<file path="config.mk">
export PLATFORM = sky130hd
export DESIGN_NAME = pwm_bank
export DESIGN_NICKNAME = d
export VERILOG_FILES = /design/src/rtl/pwm_bank.sv
export SDC_FILE = /design/constraint.sdc
export NUM_CORES = 1
export LEC_CHECK = 0
export CORE_UTILIZATION = 26
export DETAILED_ROUTE_END_ITERATION = 8
export PLACE_DENSITY = 0.46
export SETUP_SLACK_MARGIN = 0.4
export SLEW_MARGIN = 15
export SYNTH_ARGS = -nofsm -noshare
export SYNTH_HDL_FRONTEND = slang
export SYNTH_SLANG_ARGS = --single-unit
</file>
<file path="constraint.sdc">
create_clock -name SYSCLK -period 2.7 [get_ports SYSCLK]
set_input_delay 0.81 -clock SYSCLK [delete_from_list [all_inputs] [get_ports SYSCLK]]
set_output_delay 0.81 -clock SYSCLK [all_outputs]
set_load 0.005 [all_outputs]
</file>
<file path="src/rtl/pwm_bank.sv">
// pwm_bank: multi-channel PWM / pulse generator with one shared prescaler.
//
// Each channel owns period/duty shadow registers, a ctrl register
// ({one_shot, invert, enable}), active period/duty copies and a frame counter.
// Shadows are copied into the active registers at every frame boundary and on
// the enable 0->1 edge, so software updates never tear a frame.
//
// Ports:
//   SYSCLK       fabric clock, all state on the rising edge
//   NSYSRESET    synchronous active-low reset
//   wr_en        one-cycle register write strobe
//   wr_ch        target channel (values >= NUM_CH are ignored)
//   wr_addr      0 = period shadow, 1 = duty shadow, 2 = ctrl, 3 = reserved
//   wr_data      write data (ctrl uses bits [2:0])
//   prescale     shared tick divider, one tick every prescale+1 cycles
//   pwm_out      registered channel outputs
//   frame_start  one-cycle pulse per channel after each frame boundary
module pwm_bank #(
  parameter int NUM_CH     = 4,
  parameter int CH_W       = 2,
  parameter int CNT_W      = 16,
  parameter int PRESCALE_W = 8
) (
  input  logic                  SYSCLK,
  input  logic                  NSYSRESET,
  input  logic                  wr_en,
  input  logic [CH_W-1:0]       wr_ch,
  input  logic [1:0]            wr_addr,
  input  logic [CNT_W-1:0]      wr_data,
  input  logic [PRESCALE_W-1:0] prescale,
  output logic [NUM_CH-1:0]     pwm_out,
  output logic [NUM_CH-1:0]     frame_start
);

  localparam logic [1:0] ADDR_PER  = 2'd0;
  localparam logic [1:0] ADDR_DUTY = 2'd1;
  localparam logic [1:0] ADDR_CTRL = 2'd2;

  logic [PRESCALE_W-1:0] presc_q, presc_d;
  logic                  tick_s;

  logic [NUM_CH-1:0][CNT_W-1:0] per_sh_q, per_sh_d;
  logic [NUM_CH-1:0][CNT_W-1:0] duty_sh_q, duty_sh_d;
  logic [NUM_CH-1:0][CNT_W-1:0] per_act_q, per_act_d;
  logic [NUM_CH-1:0][CNT_W-1:0] duty_act_q, duty_act_d;
  logic [NUM_CH-1:0][CNT_W-1:0] cnt_q, cnt_d;
  logic [NUM_CH-1:0][2:0]       ctrl_q, ctrl_d;
  logic [NUM_CH-1:0]            pwm_q, pwm_d;
  logic [NUM_CH-1:0]            fs_q, fs_d;

  logic [NUM_CH-1:0] wr_per_s, wr_duty_s, wr_ctrl_s;
  logic [NUM_CH-1:0] bnd_s, rise_s, load_s, raw_s;

  // Shared prescaler: tick when count reaches prescale; an over-range count
  // (prescale lowered below it) wraps to 0 without a tick.
  always_comb begin
    tick_s = (presc_q == prescale);
    if (tick_s) begin
      presc_d = '0;
    end else if (presc_q > prescale) begin
      presc_d = '0;
    end else begin
      presc_d = presc_q + PRESCALE_W'(1);
    end
  end

  // Write decode: one strobe per channel and register; reserved address and
  // out-of-range channels produce no strobe.
  always_comb begin
    wr_per_s  = '0;
    wr_duty_s = '0;
    wr_ctrl_s = '0;
    for (int i = 0; i < NUM_CH; i++) begin
      if (wr_en && (wr_ch == CH_W'(i))) begin
        case (wr_addr)
          ADDR_PER:  wr_per_s[i]  = 1'b1;
          ADDR_DUTY: wr_duty_s[i] = 1'b1;
          ADDR_CTRL: wr_ctrl_s[i] = 1'b1;
          default:   wr_per_s[i]  = 1'b0;
        endcase
      end else begin
        wr_per_s[i] = 1'b0;
      end
    end
  end

  // Per-channel next state: shadows, active loads, ctrl, counter and outputs.
  always_comb begin
    per_sh_d   = per_sh_q;
    duty_sh_d  = duty_sh_q;
    per_act_d  = per_act_q;
    duty_act_d = duty_act_q;
    cnt_d      = cnt_q;
    ctrl_d     = ctrl_q;
    pwm_d      = '0;
    fs_d       = '0;
    bnd_s      = '0;
    rise_s     = '0;
    load_s     = '0;
    raw_s      = '0;
    for (int i = 0; i < NUM_CH; i++) begin
      bnd_s[i]  = ctrl_q[i][0] && tick_s && (cnt_q[i] == per_act_q[i]);
      rise_s[i] = wr_ctrl_s[i] && wr_data[0] && !ctrl_q[i][0];
      load_s[i] = bnd_s[i] || rise_s[i];

      if (wr_per_s[i]) begin
        per_sh_d[i] = wr_data;
      end else begin
        per_sh_d[i] = per_sh_q[i];
      end
      if (wr_duty_s[i]) begin
        duty_sh_d[i] = wr_data;
      end else begin
        duty_sh_d[i] = duty_sh_q[i];
      end

      // A shadow write landing on a load cycle goes straight to the active copy.
      if (load_s[i]) begin
        per_act_d[i]  = wr_per_s[i]  ? wr_data : per_sh_q[i];
        duty_act_d[i] = wr_duty_s[i] ? wr_data : duty_sh_q[i];
      end else begin
        per_act_d[i]  = per_act_q[i];
        duty_act_d[i] = duty_act_q[i];
      end

      // Software ctrl write has priority over the one-shot self-disable.
      if (wr_ctrl_s[i]) begin
        ctrl_d[i] = wr_data[2:0];
      end else if (bnd_s[i] && ctrl_q[i][2]) begin
        ctrl_d[i] = {ctrl_q[i][2:1], 1'b0};
      end else begin
        ctrl_d[i] = ctrl_q[i];
      end

      if (!ctrl_q[i][0]) begin
        cnt_d[i] = '0;
      end else if (bnd_s[i]) begin
        cnt_d[i] = '0;
      end else if (tick_s) begin
        cnt_d[i] = cnt_q[i] + CNT_W'(1);
      end else begin
        cnt_d[i] = cnt_q[i];
      end

      raw_s[i] = ctrl_q[i][0] && (cnt_q[i] < duty_act_q[i]);
      pwm_d[i] = raw_s[i] ^ ctrl_q[i][1];
      fs_d[i]  = bnd_s[i];
    end
  end

  // State registers with synchronous active-low reset.
  always_ff @(posedge SYSCLK) begin
    if (!NSYSRESET) begin
      presc_q    <= '0;
      per_sh_q   <= '0;
      duty_sh_q  <= '0;
      per_act_q  <= '0;
      duty_act_q <= '0;
      cnt_q      <= '0;
      ctrl_q     <= '0;
      pwm_q      <= '0;
      fs_q       <= '0;
    end else begin
      presc_q    <= presc_d;
      per_sh_q   <= per_sh_d;
      duty_sh_q  <= duty_sh_d;
      per_act_q  <= per_act_d;
      duty_act_q <= duty_act_d;
      cnt_q      <= cnt_d;
      ctrl_q     <= ctrl_d;
      pwm_q      <= pwm_d;
      fs_q       <= fs_d;
    end
  end

  assign pwm_out     = pwm_q;
  assign frame_start = fs_q;

endmodule

</file>
==> impl_summary.log, run 1 <==
[metrics] outcome: completed
[metrics] clock skew: 0.009137 ns
[metrics] least setup slack across all paths after layout: 0.4382 ns
[metrics] critical-path cell with the highest stage delay: sky130_fd_sc_hd__clkdlybuf4s50_1
[metrics] total via count after detailed routing: 11850
[metrics] share of the clock period used by the worst path: 83.77%
[metrics] count of cells along the worst hold path: 2
[metrics] floorplan core area: 58250 sq um
[metrics] DR WL/cell: 17.26 microns
[metrics] number of nets produced by synthesis: 1773
[metrics] HPWL after detailed placement: 30080 microns
[metrics] number of buffers created by CTS: 41
[metrics] antenna viol nets, final: 0
[metrics] proportion of register bits with asynchronous set or reset after synthesis: 0%
[metrics] Synth warnings: 0
[metrics] Die Y: 245.7 microns
[metrics] pin count of the biggest net entering global routing: 52
[metrics] filler instances: 5904
[metrics] Syn Area/Cell: 9.254 sq um
[metrics] initial antenna violation count: 6
[metrics] crit path DAT: 2.69 ns
[metrics] cell types with the highest counts after synthesis: 348 x sky130_fd_sc_hd__dfxtp_1, 167 x sky130_fd_sc_hd__nand3_1, 148 x sky130_fd_sc_hd__nor2_1, 147 x sky130_fd_sc_hd__o21ai_0, 125 x sky130_fd_sc_hd__mux2_2
[metrics] type of element capturing the critical path: register
[metrics] cell row count: 88
[metrics] Final Cell Area: 19290 sq um
[metrics] Worst-Margin Slew: 0.6049 ns
[metrics] Leakage: 0.007492 uW
[metrics] clock edge transition at the registers on the reported setup and hold paths: 0.06 ns
[metrics] most repeated cell in the gate-level netlist after synthesis: sky130_fd_sc_hd__dfxtp_1
[metrics] Synth cell types: 51
[metrics] ys flop type: sky130_fd_sc_hd__dfxtp_1
[metrics] Skew-Pair Late Insertion Delay: 0.55 ns
[metrics] gate count after technology mapping: 1669
[metrics] ratio of cells with drive above 1 in the final layout: 19.77%
[metrics] count of input and output buffers: 38
[metrics] aggregate routed wire length: 44240 microns
[metrics] largest delay contributor family on the critical path: buffers and inverters
[metrics] normalized max-slew margin: 59.30%
[metrics] worst hold slack: 0.4762 ns
[metrics] # setup viols final: 0
[metrics] clock tree from TritonCTS: yes
[metrics] first-pass GRT wire length: 69320 microns
[metrics] Die Wd: 245.7 microns
[metrics] gr usage total: 14.93%
[metrics] starting utilization of the core area: 26.52%
[metrics] startpoint types: input pin
[metrics] worst setup timing slack at the placement stage: -0.4924 ns
[metrics] share of the synthesized area in the top cell type: 45.11%
[metrics] launching instance or port of the critical path: wr_addr[0]
[metrics] path type of the worst setup path: input pin to register
[metrics] io pins: 39
[metrics] largest area contributor in the netlist: sky130_fd_sc_hd__dfxtp_1
[metrics] Hold Path End: duty_sh_q[33]
[metrics] drt first pass iters: 5
[metrics] detail-routed via count per cell: 4.624
[metrics] via count of the first global-routing pass: 12000
[metrics] max-cap viol count: 0
[metrics] Critical path buffers and inverters: 3
[metrics] Clock Sinks: 348
[metrics] Crit path required time: 3.13 ns
[metrics] worst min path class: register to register
[metrics] post-synthesis cell area: 15440 sq um
[metrics] Reg-to-Reg Start: presc_q[2]
[metrics] DRT iter0 DRCs: 592
[metrics] launch point of the worst hold path: duty_sh_q[33]
[metrics] most area-consuming cells after synthesis: sky130_fd_sc_hd__dfxtp_1 45%, sky130_fd_sc_hd__mux2_2 9.1%, sky130_fd_sc_hd__ha_1 5.9%
[metrics] RSZ-0062 raised after global routing: no
[metrics] synth-to-layout area growth: 24.93%
[metrics] post-detailed-route DRC marker count: 0
[metrics] proportion of synthesized chip area in sequential cells: 45.11%
[metrics] maximum single-stage delay on the critical path: 0.47 ns
[metrics] Max rail drop VDD: 360.7 uV
[metrics] Post-synth EDFFs: 0
[metrics] count of final hold-check violations: 0
[metrics] pwr/cell area: 590.1 nW/um^2
[metrics] final max-slew violation count: 0
[metrics] Register-to-Register Setup Slack: 0.47 ns
[metrics] synthesized flop and latch total: 348
[metrics] Max Clock Freq: 0.4421 GHz
[metrics] Final Critical Period: 2.262 ns
[metrics] layout net count: 1877
[metrics] Remaining Overflow, GRT: 0
[metrics] depth of the worst register-to-register path: 11
[metrics] destination of the worst register-to-register timing path: duty_act_q[36]
[metrics] die outline area: 60380 sq um
[metrics] largest fanout on the critical path: 7
[metrics] post-placement cell area: 17710 sq um
[metrics] CP dominant cell by count: sky130_fd_sc_hd__buf_4
[metrics] total number of H-tree levels: 2
[metrics] clock root buffer: sky130_fd_sc_hd__clkbuf_16
[metrics] Final Wtd Congestion: 0.8131
[metrics] crit path cell chain: clkdlybuf4s50_1 -> nand3b_1 -> buf_4 -> nor2_1 -> and3b_1 -> a21oi_4 -> buf_4 -> mux2_2
[metrics] number of buffers on the longest clock path: 3
## worst max-delay path by stage
| stage | to | slack, ns | cells after the start |
|---|---|---|---|
| after floorplan | cnt_q[5] | 0.23 | 8 |
| after global placement | duty_act_q[21] | -0.49 | 10 |
| after detailed placement | duty_act_q[51] | -0.49 | 9 |
| after CTS | cnt_q[6] | 0.41 | 8 |
| after global routing | duty_act_q[32] | 0.37 | 11 |
| final | duty_act_q[61] | 0.44 | 8 |
## flip-flops by register name, summed over array words and instances, names as in the netlist
| signal | flops |
|---|---|
| per_sh_q | 64 |
| frame_start | 4 |
| per_act_q | 64 |
| cnt_q | 64 |
| duty_act_q | 64 |
| ctrl_q | 12 |
| duty_sh_q | 64 |
| presc_q | 8 |
| pwm_out | 4 |
## cell type report
class / instances / area [sq um] / share of cell area [%]
repair buffers: 147 / 1622 / 8.404
clock buffers: 58 / 1180 / 6.115
flip-flops and latches: 348 / 6983 / 36.19
well taps: 765 / 957.2 / 4.961
inverters: 71 / 284.0 / 1.472
clock inverters: 8 / 96.34 / 0.4993
diodes: 2 / 5.005 / 0.02594
multi-input cells: 1164 / 8168 / 42.33
## routing by layer
layer / GRT usage, % / vias up / share of wire [%]
met5: 0 / - / 0
met4: 6.869 / 0 / 4.4
met3: 2.172 / 102 / 3.2
met2: 24.76 / 175 / 47
met1: 19.00 / 5572 / 46
li1: - / 6003 / -
## through the flow
step                utilization, %  power (uW)  cells  setup TNS [ns]
floorplan                        -        5732   1669               0
global placement             30.40        6109   2476          -82.54
detailed placement           30.40        6116   2476          -82.74
CTS                          33.05       11570   2561               0
global route                 33.12       11850   2561               0
finish                       33.13       11390   2563               0
## placed cells by master, fill, tap and decap left out, drive strengths merged, types with 4 or more instances in the layout
master	n
mux2	128
or4	5
nor4	23
xor2	65
nand4	43
nand2	84
clkbuf	58
nor3	6
inv	71
dfxtp	348
buf	118
xnor2	65
o211ai	5
and3	18
nor2	148
and4	11
and2	68
o21ai	147
a211oi	4
a21o	4
and3b	4
ha	73
clkinv	5
nand2b	7
clkdlybuf4s50	27
nand3b	5
nand3	167
mux2i	7
nor2b	7
a21oi	38
## worst min-delay path, cell delays in order (launching register included)
cell and delay, ns:
sky130_fd_sc_hd__dfxtp_1 0.30, sky130_fd_sc_hd__nand3_1 0.05, sky130_fd_sc_hd__o21ai_0 0.08
## cell families (layout without fill, tap and decap cells)
logic type	count (synthesis)	in the layout	synth area share, %
xor+xnor	130	130	7.372
simple gates	611	611	20.19
compound gates	215	215	7.631
flops	348	348	45.11
buf+inv	157	284	4.002
other cells	0	2	0
mux	135	135	9.786
fa+ha+maj	73	73	5.914
## power breakdown
group          total [uW]  internal [uW]  switching [uW]  leakage (uW)
logic                 760            321             439       0.00405
clock network        5350           3200            2150      0.000628
registers            5270           5210            69.1       0.00281
## timing repair
item                       CTS  global route
gates cloned                 5             0
buffers inserted            14             0
setup endpoints to repair  197           135
pin swaps                   17             5
resized for setup           49            12
hold buffers                 0             0
Note: power is estimated with default switching activity, not from simulation.
==> run 2: changes to the inputs <==
--- a/config.mk
+++ b/config.mk
@@ -7,7 +7,7 @@
 export LEC_CHECK = 0
 export CORE_UTILIZATION = 26
 export DETAILED_ROUTE_END_ITERATION = 8
-export PLACE_DENSITY = 0.46
+export PLACE_DENSITY = 0.44
 export SETUP_SLACK_MARGIN = 0.4
 export SLEW_MARGIN = 15
 export SYNTH_ARGS = -nofsm -noshare
==> constraint.sdc (replaced) <==
create_clock -name SYSCLK -period 2.33 [get_ports SYSCLK]
set_input_delay 0.699 -clock SYSCLK [delete_from_list [all_inputs] [get_ports SYSCLK]]
set_output_delay 0.699 -clock SYSCLK [all_outputs]
set_load 0.005 [all_outputs]
==> impl_summary.log, run 2 (synthesis results as in run 1) <==
[metrics] number of buffers on the longest clock path: 3 (unchanged)
[metrics] total via count after detailed routing: 12200 (was 11850)
[metrics] post-layout instance count excluding filler cells: 2630 (was 2563)
[metrics] normalized max-slew margin: 69.28% (was 59.30%)
[metrics] Max Clock Freq: 0.4542 GHz
[metrics] Final Total Pwr: 14080 uW (was 11390 uW)
[metrics] cell row count: 88 (unchanged)
[metrics] Power Internal: 10780 uW (was 8729 uW)
[metrics] DR WL/cell: 17.76 microns (was 17.26 microns)
[metrics] io pins: 39 (unchanged)
[metrics] clock root buffer: sky130_fd_sc_hd__clkbuf_16 (unchanged)
[metrics] ratio of cells with drive above 1 in the final layout: 26.34% (was 19.77%)
[metrics] Leakage: 0.008265 uW (was 0.007492 uW)
[metrics] die outline area: 60380 sq um (unchanged)
[metrics] Max rail drop VDD: 393.2 uV (was 360.7 uV)
[metrics] Worst-Margin Slew: 0.4602 ns (was 0.6049 ns)
[metrics] antenna viol nets, final: 0 (unchanged)
[metrics] largest fanout on the critical path: 6 (was 7)
[metrics] clock skew: 0.01542 ns (was 0.009137 ns)
[metrics] layout net count: 1936 (was 1877)
[metrics] startpoint types: input pin (unchanged)
[metrics] Remaining Overflow, GRT: 0 (unchanged)
[metrics] worst min path class: register to register (unchanged)
[metrics] crit path DAT: 2.67 ns (was 2.69 ns)
[metrics] Die Wd: 245.7 microns (unchanged)
[metrics] CP dominant cell by count: sky130_fd_sc_hd__buf_6 (was sky130_fd_sc_hd__buf_4)
[metrics] count of input and output buffers: 38 (unchanged)
[metrics] part of the power in registers: 43.3% (was 46.3%)
[metrics] aggregate routed wire length: 46710 microns (was 44240 microns)
[metrics] drt first pass iters: 4 (was 5)
[metrics] via count of the first global-routing pass: 12080 (was 12000)
[metrics] RSZ-0062 raised after global routing: yes (was no)
[metrics] sum of negative setup slack: 0 ns (unchanged)
[metrics] total number of H-tree levels: 2 (unchanged)
[metrics] share of power burned in the clock network: 49.6% (was 47.0%)
[metrics] post-detailed-route DRC marker count: 0 (unchanged)
[metrics] sw power: 3302 uW (was 2657 uW)
[metrics] placed insts: 2509 (was 2476)
[metrics] number of buffers created by CTS: 42 (was 41)
[metrics] leading cell type in the layout, fill and taps excluded: sky130_fd_sc_hd__dfxtp_1 (unchanged)
[metrics] # setup viols final: 0 (unchanged)
[metrics] critical-path cell with the highest stage delay: sky130_fd_sc_hd__mux2_4 (was sky130_fd_sc_hd__clkdlybuf4s50_1)
[metrics] count of final hold-check violations: 0 (unchanged)
[metrics] max-cap viol count: 0 (unchanged)
[metrics] Gate power share: 7.1% (was 6.7%)
[metrics] clock edge transition at the registers on the reported setup and hold paths: 0.06 ns (about the same)
[metrics] initial antenna violation count: 3 (was 6)
[metrics] detail-routed via count per cell: 4.637 (was 4.624)
[metrics] Die Y: 245.7 microns (unchanged)
[metrics] filler instances: 5848 (was 5904)
[metrics] Final Critical Period: 2.202 ns
[metrics] share of the clock period used by the worst path: 94.49%
[metrics] type of element capturing the critical path: register (unchanged)
[metrics] clock tree from TritonCTS: yes (unchanged)
[metrics] Register-to-Register Setup Slack: 0.14 ns (was 0.47 ns)
[metrics] starting utilization of the core area: 26.52% (unchanged)
[metrics] Finished Core Util: 35.38% (was 33.13%)
[metrics] pwr/cell area: 683.1 nW/um^2 (was 590.1 nW/um^2)
[metrics] Clock Sinks: 348 (unchanged)
[metrics] pin count of the biggest net entering global routing: 56 (was 52)
[metrics] HPWL after detailed placement: 31030 microns (was 30080 microns)
[metrics] final max-slew violation count: 0 (unchanged)
[metrics] synth-to-layout area growth: 33.43% (was 24.93%)
[metrics] DRT iter0 DRCs: 467 (was 592)
[metrics] crit path cell chain: dlygate4sd2_1 -> inv_2 -> ha_4 -> and4_4 -> nand2_8 -> buf_6 -> nor4_4 -> buf_4 -> a21oi_4 -> buf_6 -> buf_12 -> buf_16 -> mux2_4 (was clkdlybuf4s50_1 -> nand3b_1 -> buf_4 -> nor2_1 -> and3b_1 -> a21oi_4 -> buf_4 -> mux2_2)
[metrics] Final Wtd Congestion: 0.8014 (was 0.8131)
[metrics] gr usage total: 15.42% (was 14.93%)
[metrics] outcome: completed (unchanged)
[metrics] worst setup timing slack at the placement stage: -0.8032 ns (was -0.4924 ns)
[metrics] most used cells in the layout excluding fill and tap cells: 327 x sky130_fd_sc_hd__dfxtp_1, 165 x sky130_fd_sc_hd__nand3_1, 142 x sky130_fd_sc_hd__o21ai_0 (was 339 x sky130_fd_sc_hd__dfxtp_1, 167 x sky130_fd_sc_hd__nand3_1, 147 x sky130_fd_sc_hd__o21ai_0, 147 x sky130_fd_sc_hd__nor2_1, 125 x sky130_fd_sc_hd__mux2_2)
[metrics] Skew-Pair Late Insertion Delay: 0.58 ns (was 0.55 ns)
[metrics] path type of the worst setup path: input pin to register (unchanged)
[metrics] fraction of power spent switching nets: 23.45% (was 23.34%)
[metrics] Crit path required time: 2.80 ns (was 3.13 ns)
[metrics] first-pass GRT wire length: 71200 microns (was 69320 microns)
[metrics] floorplan core area: 58250 sq um (unchanged)
[metrics] maximum single-stage delay on the critical path: 0.29 ns (was 0.47 ns)
[metrics] least setup slack across all paths after layout: 0.1284 ns (was 0.4382 ns)
run 2: cell types whose count changed in the layout (fill, tap and decap cells not counted), sizes merged:
cell,previous run,this run
diode,2,1
dlymetal6s2s,0,10
dlygate4sd2,2,4
clkbuf,58,67
clkdlybuf4s50,27,16
clkdlybuf4s15,0,2
bufinv,2,6
buf,118,168
inv,71,73
clkinv,5,6
clkinvlp,1,0
run 2: layer usage:
layer / share of wire, % / wire length (microns) / vias to the layer above / GRT usage (%)
met5: 0 / 0 / - / 0
met4: 2.7 / 1283 / 0 / 5.499
met1: 47 / 22180 / 5853 / 20.20
met2: 47 / 21750 / 162 / 25.60
li1: - / - / 6106 / -
met3: 3.2 / 1499 / 75 / 2.237
run 2: layout make-up:
cell class              count  area, sq um  share of cell area (%)
clock inverters            14        239.0                   1.160
well taps                 765        957.2                   4.645
diodes                      1        2.502                 0.01214
multi-input cells        1164         8586                   41.66
clock buffers              62         1226                   5.950
inverters                  71        284.0                   1.378
repair buffers            205         2313                   11.23
flip-flops and latches    348         7000                   33.97
run 2: path summary, 6_finish.rpt:
| check | cells after the start | start | to |
|---|---|---|---|
| min | 2 | duty_sh_q[24] | duty_sh_q[24] |
| max reg2reg | 11 | presc_q[4] | per_act_q[41] |
| min reg2reg | 2 | duty_sh_q[24] | duty_sh_q[24] |
| max | 13 | prescale[3] | per_act_q[41] |
run 2: metrics by stage:
stage | instance area, sq um | hold WS (ns)
final | 20610 | 0.4800
after global routing | 20610 | 0.4983
after CTS | 20180 | 0.4825
after detailed placement | 17990 | 0.4703
after global placement | 17990 | 0.4569
after floorplan | 15780 | 0.4469
run 2: power groups by stage:
stage	sequential [uW]	clock, uW	combinational (uW)
after floorplan	6210	0	440
after global placement	6220	0	902
after detailed placement	6220	0	909
after CTS	6100	7180	978
after global routing	6100	7400	1090
final	6100	6980	1010
run 2: worst max-delay path: cells and delay by family:
kind / cells / cell delay (ns)
simple gates: 3 / 0.45
mux: 1 / 0.29
buf+inv: 7 / 0.92
fa+ha+maj: 1 / 0.26
compound gates: 1 / 0.06
run 2: timing repair:
action / CTS / global route
resized for setup: 109 / 94
endpoints found under the setup margin: 212 / 208
pin swaps: 24 / 29
buffers inserted: 25 / 7
gates cloned: 9 / 3
hold buffers: 0 / 0
